**src/rtl/magnetron_ctrl.sv**
```systemverilog
// -----------------------------------------------------------------------------
// magnetron_ctrl
//   Clocked magnetron enable controller for a microwave front panel.
//   It has a cook-time countdown in seconds, power-level duty cycling over a
//   window of PWR_LEVELS seconds, pause/resume, and a door safety interlock.
//   Buttons are active-low levels. Each press is turned into a single event on
//   its falling edge.
//
//   Optional feature: define MAGNETRON_BEEP_EN to drive the buzzer for
//   BEEP_SECS seconds after completion. When it is not defined, beep is tied
//   to 0 and the prescaler stops in DONE.
//
// Ports:
//   clk          system clock, rising edge
//   rst          asynchronous active-high reset
//   startn       start/resume button, active low
//   stopn        pause button, active low
//   clearn       clear/cancel button, active low
//   door_closed  1 = door closed
//   time_load    1-cycle strobe that loads time_in/power_in (IDLE or PAUSED)
//   time_in      cook time in seconds
//   power_in     power level 0..PWR_LEVELS (larger values clamp)
//   mag_on       magnetron enable, gated combinationally by door_closed
//   remaining    seconds left
//   state        0=IDLE 1=COOK 2=PAUSED 3=DONE
//   done         1-cycle pulse on completion
//   beep         buzzer drive
// -----------------------------------------------------------------------------
module magnetron_ctrl #(
    parameter int TIME_W     = 16,
    parameter int TICK_DIV   = 50000000,
    parameter int PWR_LEVELS = 10,
    parameter int PWR_W      = 4,
    parameter int BEEP_SECS  = 3
) (
    input  logic              clk,
    input  logic              rst,
    input  logic              startn,
    input  logic              stopn,
    input  logic              clearn,
    input  logic              door_closed,
    input  logic              time_load,
    input  logic [TIME_W-1:0] time_in,
    input  logic [PWR_W-1:0]  power_in,
    output logic              mag_on,
    output logic [TIME_W-1:0] remaining,
    output logic [1:0]        state,
    output logic              done,
    output logic              beep
);

    typedef enum logic [1:0] {
        IDLE   = 2'd0,
        COOK   = 2'd1,
        PAUSED = 2'd2,
        DONE   = 2'd3
    } state_t;

    localparam int                PRE_W    = $clog2(TICK_DIV);
    localparam logic [PRE_W-1:0]  PRE_LAST = PRE_W'(TICK_DIV - 1);
    localparam logic [PWR_W-1:0]  PWR_MAX  = PWR_W'(PWR_LEVELS);
    localparam logic [PWR_W-1:0]  PWM_LAST = PWR_W'(PWR_LEVELS - 1);
    localparam logic [TIME_W-1:0] ONE_SEC  = TIME_W'(1);

    state_t              state_q, state_n;
    logic [TIME_W-1:0]   remaining_q, remaining_n;
    logic [PWR_W-1:0]    power_q, power_n;
    logic [PWR_W-1:0]    pwm_q, pwm_n;
    logic [PRE_W-1:0]    presc_q, presc_n;
    logic                mag_en_q, mag_en_n;
    logic                done_q, done_n;
    logic                start_prev, stop_prev, clear_prev;
    logic                start_ev, stop_ev, clear_ev;
    logic                load_ok, pre_run, sec_tick;

    // A press is the cycle where the previous sample was released and the
    // current one is pressed, so a held button yields exactly one event.
    assign start_ev = start_prev & ~startn;
    assign stop_ev  = stop_prev  & ~stopn;
    assign clear_ev = clear_prev & ~clearn;

    assign load_ok = time_load && (state_q == IDLE || state_q == PAUSED);

`ifdef MAGNETRON_BEEP_EN
    // The beep duration is timed with the same prescaler, so it runs in DONE.
    assign pre_run = (state_q == COOK) || (state_q == DONE);
`else
    assign pre_run = (state_q == COOK);
`endif
    assign sec_tick = pre_run && (presc_q == PRE_LAST);

    always_comb begin
        state_n     = state_q;
        remaining_n = remaining_q;
        power_n     = power_q;
        pwm_n       = pwm_q;
        presc_n     = presc_q;
        done_n      = 1'b0;

        if (load_ok) begin
            remaining_n = time_in;
            power_n     = (power_in > PWR_MAX) ? PWR_MAX : power_in;
            pwm_n       = '0;
        end

        // Priority: clear > door open > stop > start > second tick.
        if (clear_ev) begin
            state_n     = IDLE;
            remaining_n = '0;
            power_n     = PWR_MAX;
        end else begin
            case (state_q)
                IDLE, PAUSED: begin
                    if (start_ev && door_closed && remaining_n != '0)
                        state_n = COOK;
                end
                COOK: begin
                    if (!door_closed || stop_ev) begin
                        state_n = PAUSED;
                    end else if (sec_tick) begin
                        pwm_n = (pwm_q == PWM_LAST) ? '0 : pwm_q + 1'b1;
                        if (remaining_q == ONE_SEC) begin
                            remaining_n = '0;
                            state_n     = DONE;
                            done_n      = 1'b1;
                        end else if (remaining_q != '0) begin
                            remaining_n = remaining_q - ONE_SEC;
                        end
                    end
                end
                DONE: begin
                    if (!door_closed || start_ev)
                        state_n = IDLE;
                end
                default: state_n = IDLE;
            endcase
        end

        // A pause holds the phase within the current second, so resuming
        // continues where it left off. Only IDLE/DONE entry and a load restart it.
        if (load_ok || (state_n != state_q && (state_n == IDLE || state_n == DONE)))
            presc_n = '0;
        else if (pre_run && state_n == state_q)
            presc_n = (presc_q == PRE_LAST) ? '0 : presc_q + 1'b1;
    end

    assign mag_en_n = (state_n == COOK) && (pwm_n < power_n);

    always_ff @(posedge clk or posedge rst) begin
        if (rst) begin
            state_q     <= IDLE;
            remaining_q <= '0;
            power_q     <= PWR_MAX;
            pwm_q       <= '0;
            presc_q     <= '0;
            mag_en_q    <= 1'b0;
            done_q      <= 1'b0;
            start_prev  <= 1'b1;
            stop_prev   <= 1'b1;
            clear_prev  <= 1'b1;
        end else begin
            state_q     <= state_n;
            remaining_q <= remaining_n;
            power_q     <= power_n;
            pwm_q       <= pwm_n;
            presc_q     <= presc_n;
            mag_en_q    <= mag_en_n;
            done_q      <= done_n;
            start_prev  <= startn;
            stop_prev   <= stopn;
            clear_prev  <= clearn;
        end
    end

`ifdef MAGNETRON_BEEP_EN
    localparam int                   BCNT_W    = $clog2(BEEP_SECS + 1);
    localparam logic [BCNT_W-1:0]    BEEP_LAST = BCNT_W'(BEEP_SECS - 1);

    logic              beep_q;
    logic [BCNT_W-1:0] beep_cnt_q;

    always_ff @(posedge clk or posedge rst) begin
        if (rst) begin
            beep_q     <= 1'b0;
            beep_cnt_q <= '0;
        end else if (state_n == DONE && state_q != DONE) begin
            beep_q     <= 1'b1;
            beep_cnt_q <= '0;
        end else if (state_n != DONE) begin
            beep_q     <= 1'b0;
        end else if (beep_q && sec_tick) begin
            if (beep_cnt_q == BEEP_LAST)
                beep_q <= 1'b0;
            else
                beep_cnt_q <= beep_cnt_q + 1'b1;
        end
    end

    assign beep = beep_q;
`else
    assign beep = 1'b0;
`endif

    // The door gates the enable without waiting for a clock edge.
    assign mag_on    = mag_en_q & door_closed;
    assign remaining = remaining_q;
    assign state     = state_q;
    assign done      = done_q;

endmodule

```
**config.mk**
```make
export PLATFORM = sky130hd
export DESIGN_NAME = magnetron_ctrl
export DESIGN_NICKNAME = d
export VERILOG_FILES = /design/src/rtl/magnetron_ctrl.sv
export SDC_FILE = /design/constraint.sdc
export NUM_CORES = 1
export LEC_CHECK = 0
export CAP_MARGIN = 40
export CORE_MARGIN = 1
export CORE_UTILIZATION = 55
export DETAILED_ROUTE_END_ITERATION = 7
export GPL_ROUTABILITY_DRIVEN = 1
export GPL_TIMING_DRIVEN = 0
export PLACE_DENSITY = 0.8
export SETUP_SLACK_MARGIN = 0.05
export SLEW_MARGIN = 20
export SYNTH_ARGS = -nofsm -noshare
export SYNTH_HDL_FRONTEND = slang
export SYNTH_SLANG_ARGS = --single-unit
```
**constraint.sdc**
```tcl
create_clock -name clk -period 4.5 [get_ports clk]
set_input_delay 0.45 -clock clk [delete_from_list [all_inputs] [get_ports clk]]
set_output_delay 0.45 -clock clk [all_outputs]
set_load 0.02 [all_outputs]
```
## Yosys cells after proc, flatten, opt, wreduce, memory -nomap -nowiden

Index checks and enable logic that the tools add are counted.

| cells by class | value |
|---|---|
| muxes and demuxes | 31 |
| add/subtract/negate cells | 3 |
| bitwise gates (word level) | 7 |
| magnitude comparators | 2 |
| eq/ne operators | 10 |
| reductions and logical operators | 19 |

Operator list:

| operator | number |
|---|---|
| two-way mux 16 bit | 7 |
| two-way mux 26 bit | 3 |
| two-way mux 4 bit | 9 |
| nonzero test 16 bit | 2 |
| adder 26 x 1 -> 26 bit (second input constant) | 1 |
| equality test 26 bit (second input constant) | 1 |
| equality test 16 x 1 -> 1 bit (second input constant) | 1 |
| subtractor 16 x 1 -> 16 bit (second input constant) | 1 |
| two-way mux 2 bit | 6 |
| logical AND 1 bit | 7 |
| equality test 2 bit (second input constant) | 3 |
| case mux 2 bit (3 select lines) | 1 |
| logical OR 1 bit | 5 |
| two-way mux 1 bit | 5 |
| adder 4 x 1 -> 4 bit (second input constant) | 1 |
| bitwise AND 1 bit | 4 |
| equality test 2 x 1 -> 1 bit (second input constant) | 2 |
| equality test 4 bit (second input constant) | 1 |
| > comparator 4 bit (second input constant) | 1 |
| logical NOT 2 bit | 2 |
| less-than comparator 4 bit | 1 |
| NOT 1 bit | 3 |
| equality test 2 bit | 1 |
| inequality test 2 bit | 1 |
| 3 further kinds | 3 |

| storage, ports and cells | value |
|---|---|
| input bits | 27 |
| register bits | 57 |
| output and inout port bits | 21 |

## Logic depth before layout (Yosys ltp)

Gate-level depths: netlist of run 1.

| depth | value |
|---|---|
| depth after elaboration | 14 |
| gate-level depth with buffers | 16 |
| gate-level depth less buffers | 13 |

## Worst setup path after synthesis of run 1

OpenSTA, ideal clock, no wires.

| timing path | value |
|---|---|
| path type | register to register |
| from | register remaining_q[6] (netlist: remaining[6]) |
| to | register presc_q[25] |
| data required time | 4,381 ps |
| path slack | 742 ps |
| clock period less this slack | 3,758 ps |
| setup time | 119 ps |
| cell stages (with the launch flop) | 15 |
| data arrival time | 3,639 ps |
| cells stage by stage | dfrtp_1 > nor4_4 > nand4_2 > or4_1 > clkbuf_1 > clkbuf_1 > a221o_1 > ha_1 > inv_1 > nor4_1 > a221oi_1 > a211oi_2 > a21o_1 > buf_6 > nor2_1 |

| on the way | value |
|---|---|
| cells in the longest elaborated chain, start to end | 11 |
| elaborated cells on any way between the ends | 20 |
| those cells by class | eq/ne: 4; mux: 8; reduce/logical: 8 |

Ends and longest elaborated chain:

| item | line | text |
|---|---|---|
| from (decl) | 66 | `logic [TIME_W-1:0] remaining_q, remaining_n;` |
| from (signal assigned) | 163 | `remaining_q <= remaining_n;` |
| equality test 16 x 1 -> 1 bit / two-way mux 16 bit (equally long branches) | 122, 100 |  |
| two-way mux 2 bit / nonzero test 16 bit (equally long branches) | 122, 114 |  |
| two-way mux 2 bit / logical AND 1 bit (equally long branches) | 120, 114 |  |
| two-way mux 2 bit, on equally long branches | 118, 114 |  |
| case mux 2 bit (3 select lines) * | 112 | `case (state_q)` |
| two-way mux 2 bit * | 107 | `if (clear_ev) begin` |
| equality test 2 bit / logical NOT 2 bit (equally long branches) | 141 | `if (load_ok \|\| (state_n != state_q && (state_n == IDLE \|\| state_n == DONE)))` |
| logical OR 1 bit | 141 |  |
| logical AND 1 bit | 141 |  |
| logical OR 1 bit | 141 |  |
| two-way mux 26 bit / nonzero test 2 bit (equally long branches) | -- |  |
| to (signal assigned) | 166 | `presc_q <= presc_n;` |
| to (decl) | 69 | `logic [PRE_W-1:0] presc_q, presc_n;` |

Every way passes the cells marked *; elsewhere a longest branch is shown, timed or not.
A chain may end at the register's enable or synchronous reset.

## Worst setup path after layout of run 1

| timing path | value |
|---|---|
| from | register remaining_q[2] (netlist: remaining[2]) |
| to | register presc_q[19] |

Same word-level chain as after synthesis.

==> results.sh, run 1 <==
export IMPL_vias=3258
export IMPL_synthCells=389
export IMPL_cap_viol_max_count=0
export IMPL_synth_common_cells="52 x dfrtp_1, 36 x nand3_1, 35 x nor2_1, 32 x nand2_1, 25 x a21oi_1"
export IMPL_synth_area_per_cell_um2=8.739
export IMPL_synth_distinct_cells=52
export IMPL_synthTopCellsByArea="dfrtp_1 38%, nand3_1 5.3%, dfstp_2 3.9%"
export IMPL_worstSetupPathType="reg -> reg"
export IMPL_start_util_pct=57.08
export IMPL_leakage_uw=0.001667
export IMPL_synth_compound_area_share_pct=14.10
export IMPL_swShare_pct=28.65
export IMPL_die_h_um=80.62
export IMPL_synth_nets=424
export IMPL_setup_violations=0
export IMPL_final_util_pct=70.21
export IMPL_rows=28
export IMPL_yosysWarningCount=0
export IMPL_report_final_slew_viol_count=0
export IMPL_pwr_share_clk_pct=37.2
export IMPL_synth_top_family_by_area="simple AND/OR/NAND/NOR gates"
export IMPL_drtIter0Drc=256
export IMPL_syn2layout_area_growth_pct=23.00
export IMPL_worstPathMaxFanout=10
export IMPL_synth_simple_gate_area_share_pct=29.85
export IMPL_placedCellCount=510
export IMPL_cp_start_kind="flip-flop"
export IMPL_dieArea_um2=6500
export IMPL_endpoint_kind="flip-flop"
export IMPL_finalNonFillerCells=529
export IMPL_pwr_share_comb_pct=19.1
export IMPL_synth_xor_area_share_pct=5.668
export IMPL_ios=48
export IMPL_setup_ws_ns=0.3260
export IMPL_gp_congestion=0.9197
export IMPL_synthMuxAreaShare_pct=0.8833
export IMPL_fin_nets=484
export IMPL_p_seq_share_pct=43.7
export IMPL_power_density_nw_per_um2=312.8
export IMPL_cp_required_ns=4.73
export IMPL_synth_seq_area_share_pct=42.14
export IMPL_die_w_um=80.62
export IMPL_grt_usage_pct=30.30
export IMPL_ir_drop_uv=224.8
export IMPL_drcViolationCount=0
export IMPL_fmax_mhz=239.6
export IMPL_synth_most_common_cell="dfrtp_1"
export IMPL_grt_overflow=0
export IMPL_slew_headroom_pct=47.39
export IMPL_cp_common_cell="clkbuf_1"
export IMPL_post_route_cells_drive_above_1_share_pct=8.370
export IMPL_min_period_ns=4.174
export IMPL_clockBufferDepth=2
export IMPL_avgRoutedWirePerCell_um=17.15
export IMPL_worstPathArrival_ns=4.41
export IMPL_critPathTopFamily="simple AND/OR/NAND/NOR gates"
export IMPL_grt_pass1_vias=3069
export IMPL_postRouteAntennaNets=0
export IMPL_yosys_most_used_dff="dfrtp_1"
export IMPL_cp_cell_sequence="nor4_4 > nand4_2 > or4_1 > clkbuf_1 > clkbuf_1 > a221o_1 > ha_1 > inv_1 > nor4_1 > a221oi_1 > a211oi_2 > buf_4 > a21o_1 > buf_6 > nor2_1"
export IMPL_cts_hold_buf=0
export IMPL_rsz0062_at_grt="no"
export IMPL_h_tree_depth=3
export IMPL_n_antenna_cell=0
export IMPL_p_sw_uw=374.7
export IMPL_internal_power_uw=933.1
export IMPL_hp_class="in -> reg"
export IMPL_wirelength_um=9070
export IMPL_grt_max_degree=58
export IMPL_synth_area_um2=3400
export IMPL_worst_clock_skew_ns=0.005070
export IMPL_synth_top_area_share_pct=38.28
export IMPL_nFillCells=479
export IMPL_cts_made_buffers=9
export IMPL_viasPerCell=6.159
export IMPL_cts_sinks=57
export IMPL_core_area_um2=5956
export IMPL_cts_tree="built"
export IMPL_finalCritPeriodShare_pct=92.76
export IMPL_tightest_slew_ns=0.7819
export IMPL_dr_pass1_iters=6
export IMPL_synthArstFlopShare_pct=100.0
export IMPL_synth_edf_count=0
export IMPL_grt_first_pass_wirelength_um=14770
export IMPL_root_buffer="clkbuf_8"
export IMPL_clk_insertion_delay_late_ns=0.34
export IMPL_dpl_hpwl_um=6346
export IMPL_status="completed"
export IMPL_crit_path_max_incr_delay_ns=0.55
export IMPL_io_buffer_count=46
export IMPL_tns_ns=0
export IMPL_critical_path_buf_inv_count=5
export IMPL_synth_seq_cells=57
export IMPL_antenna_found_initial=0
export IMPL_hold_viol_final=0
export IMPL_pre_cts_slack_ns=0.1878
export IMPL_cpMaxStageDelayCell="or4_1"
export IMPL_yosysTopAreaCell="dfrtp_1"
export IMPL_synthAdderAreaFrac_pct=2.944
export IMPL_cts_clk_slew_worst_paths_ns=0.06
## worst reg2reg max path: cells and delay by family (launching register included)
kind | cells | cell delay (ns)
fa+ha+maj | 1 | 0.30
buf+inv | 5 | 0.84
simple gates | 5 | 1.61
compound gates | 4 | 0.81
flops | 1 | 0.49
## power by group through the flow
stage,combinational (µW),clock (µW),sequential [µW]
floorplan,124,0,593
global placement,237,0,579
finish,250,486,572
CTS,242,491,570
detailed placement,240,0,579
global route,270,515,575
## registers in the layout, indices dropped and copies added (netlist names)
signal and cells:
clear_prev 1, done 1, mag_en_q 1, power_q 4, presc_q 26, pwm_q 4
remaining 16, start_prev 1, state 2, stop_prev 1
## stage by stage
stage	power (µW)	instance area (µm²)	hold WS [ns]
after CTS	1303	4155	0.5343
after global routing	1360	4182	0.5492
after global placement	816.0	3954	0.5200
after floorplan	716.6	3400	0.4545
after detailed placement	818.8	3956	0.5328
final	1308	4182	0.5372
## cell families after synthesis
| kind of cell | after synthesis |
|---|---|
| simple gates | 190 |
| mux | 3 |
| other cells | 1 |
| xor+xnor | 22 |
| buf+inv | 35 |
| compound gates | 73 |
| flops | 57 |
| fa+ha+maj | 8 |
## path summary, 6_finish.rpt
check,start,to,slack (ns),depth (start not counted)
setup reg to reg,remaining[2],presc_q[19],0.33,15
min in group asynchronous,rst,state[0],0.56,2
hold / removal,startn,start_prev,0.54,1
setup / recovery,remaining[2],presc_q[19],0.33,15
max in group asynchronous,rst,pwm_q[0],3.44,2
hold reg to reg,power_q[0],power_q[0],0.55,2
## placed cells by master (no fill, tap or decap), types with 6 or more instances in the layout
cell / count
and3_1: 7
clkdlybuf4s50_1: 46
nor2_1: 35
o21ai_0: 7
a22oi_1: 6
clkbuf_1: 16
a31oi_1: 8
a21oi_1: 25
xor2_1: 11
nor4_1: 16
nand3_1: 36
nand2b_1: 8
dfrtp_1: 52
clkbuf_8: 11
xnor2_1: 11
inv_1: 15
nand4_1: 10
ha_1: 8
nand2_1: 32
or3_1: 8
nor3_1: 15
## metal layers
| metal | vias to the layer above | track usage, % | share of wire, % |
|---|---|---|---|
| met5 | - | 0 | 0 |
| met4 | 0 | 11.43 | 1.8 |
| met3 | 20 | 7.159 | 6.5 |
| met2 | 139 | 48.64 | 48 |
| met1 | 1562 | 39.33 | 44 |
| li1 | 1537 | - | - |
## what timing repair did
| action | CTS | global route |
|---|---|---|
| setup buffers | 0 | 2 |
| gates resized for setup | 0 | 1 |
| setup endpoints to repair | 0 | 21 |
| hold endpoints to repair | 0 | 0 |
## layout make-up
type,count,area (µm²),area share (%)
Multi-Input combinational cell,297,1827,43.69
Sequential cell,57,1433,34.26
Timing Repair Buffer,49,480.5,11.49
Clock buffer,13,158.9,3.800
Tap cell,75,93.84,2.244
Buffer,19,86.33,2.065
Inverter,16,62.56,1.496
Clock inverter,3,40.04,0.9575
No activity file was read; power rests on OpenSTA's default activity.
==> run 2, diff against run 1 <==
CTS_CLUSTER_DIAMETER = 40   (was default)
==> results of run 2 <==
The final DEF is identical to that of run 1; final timing and power are the same.
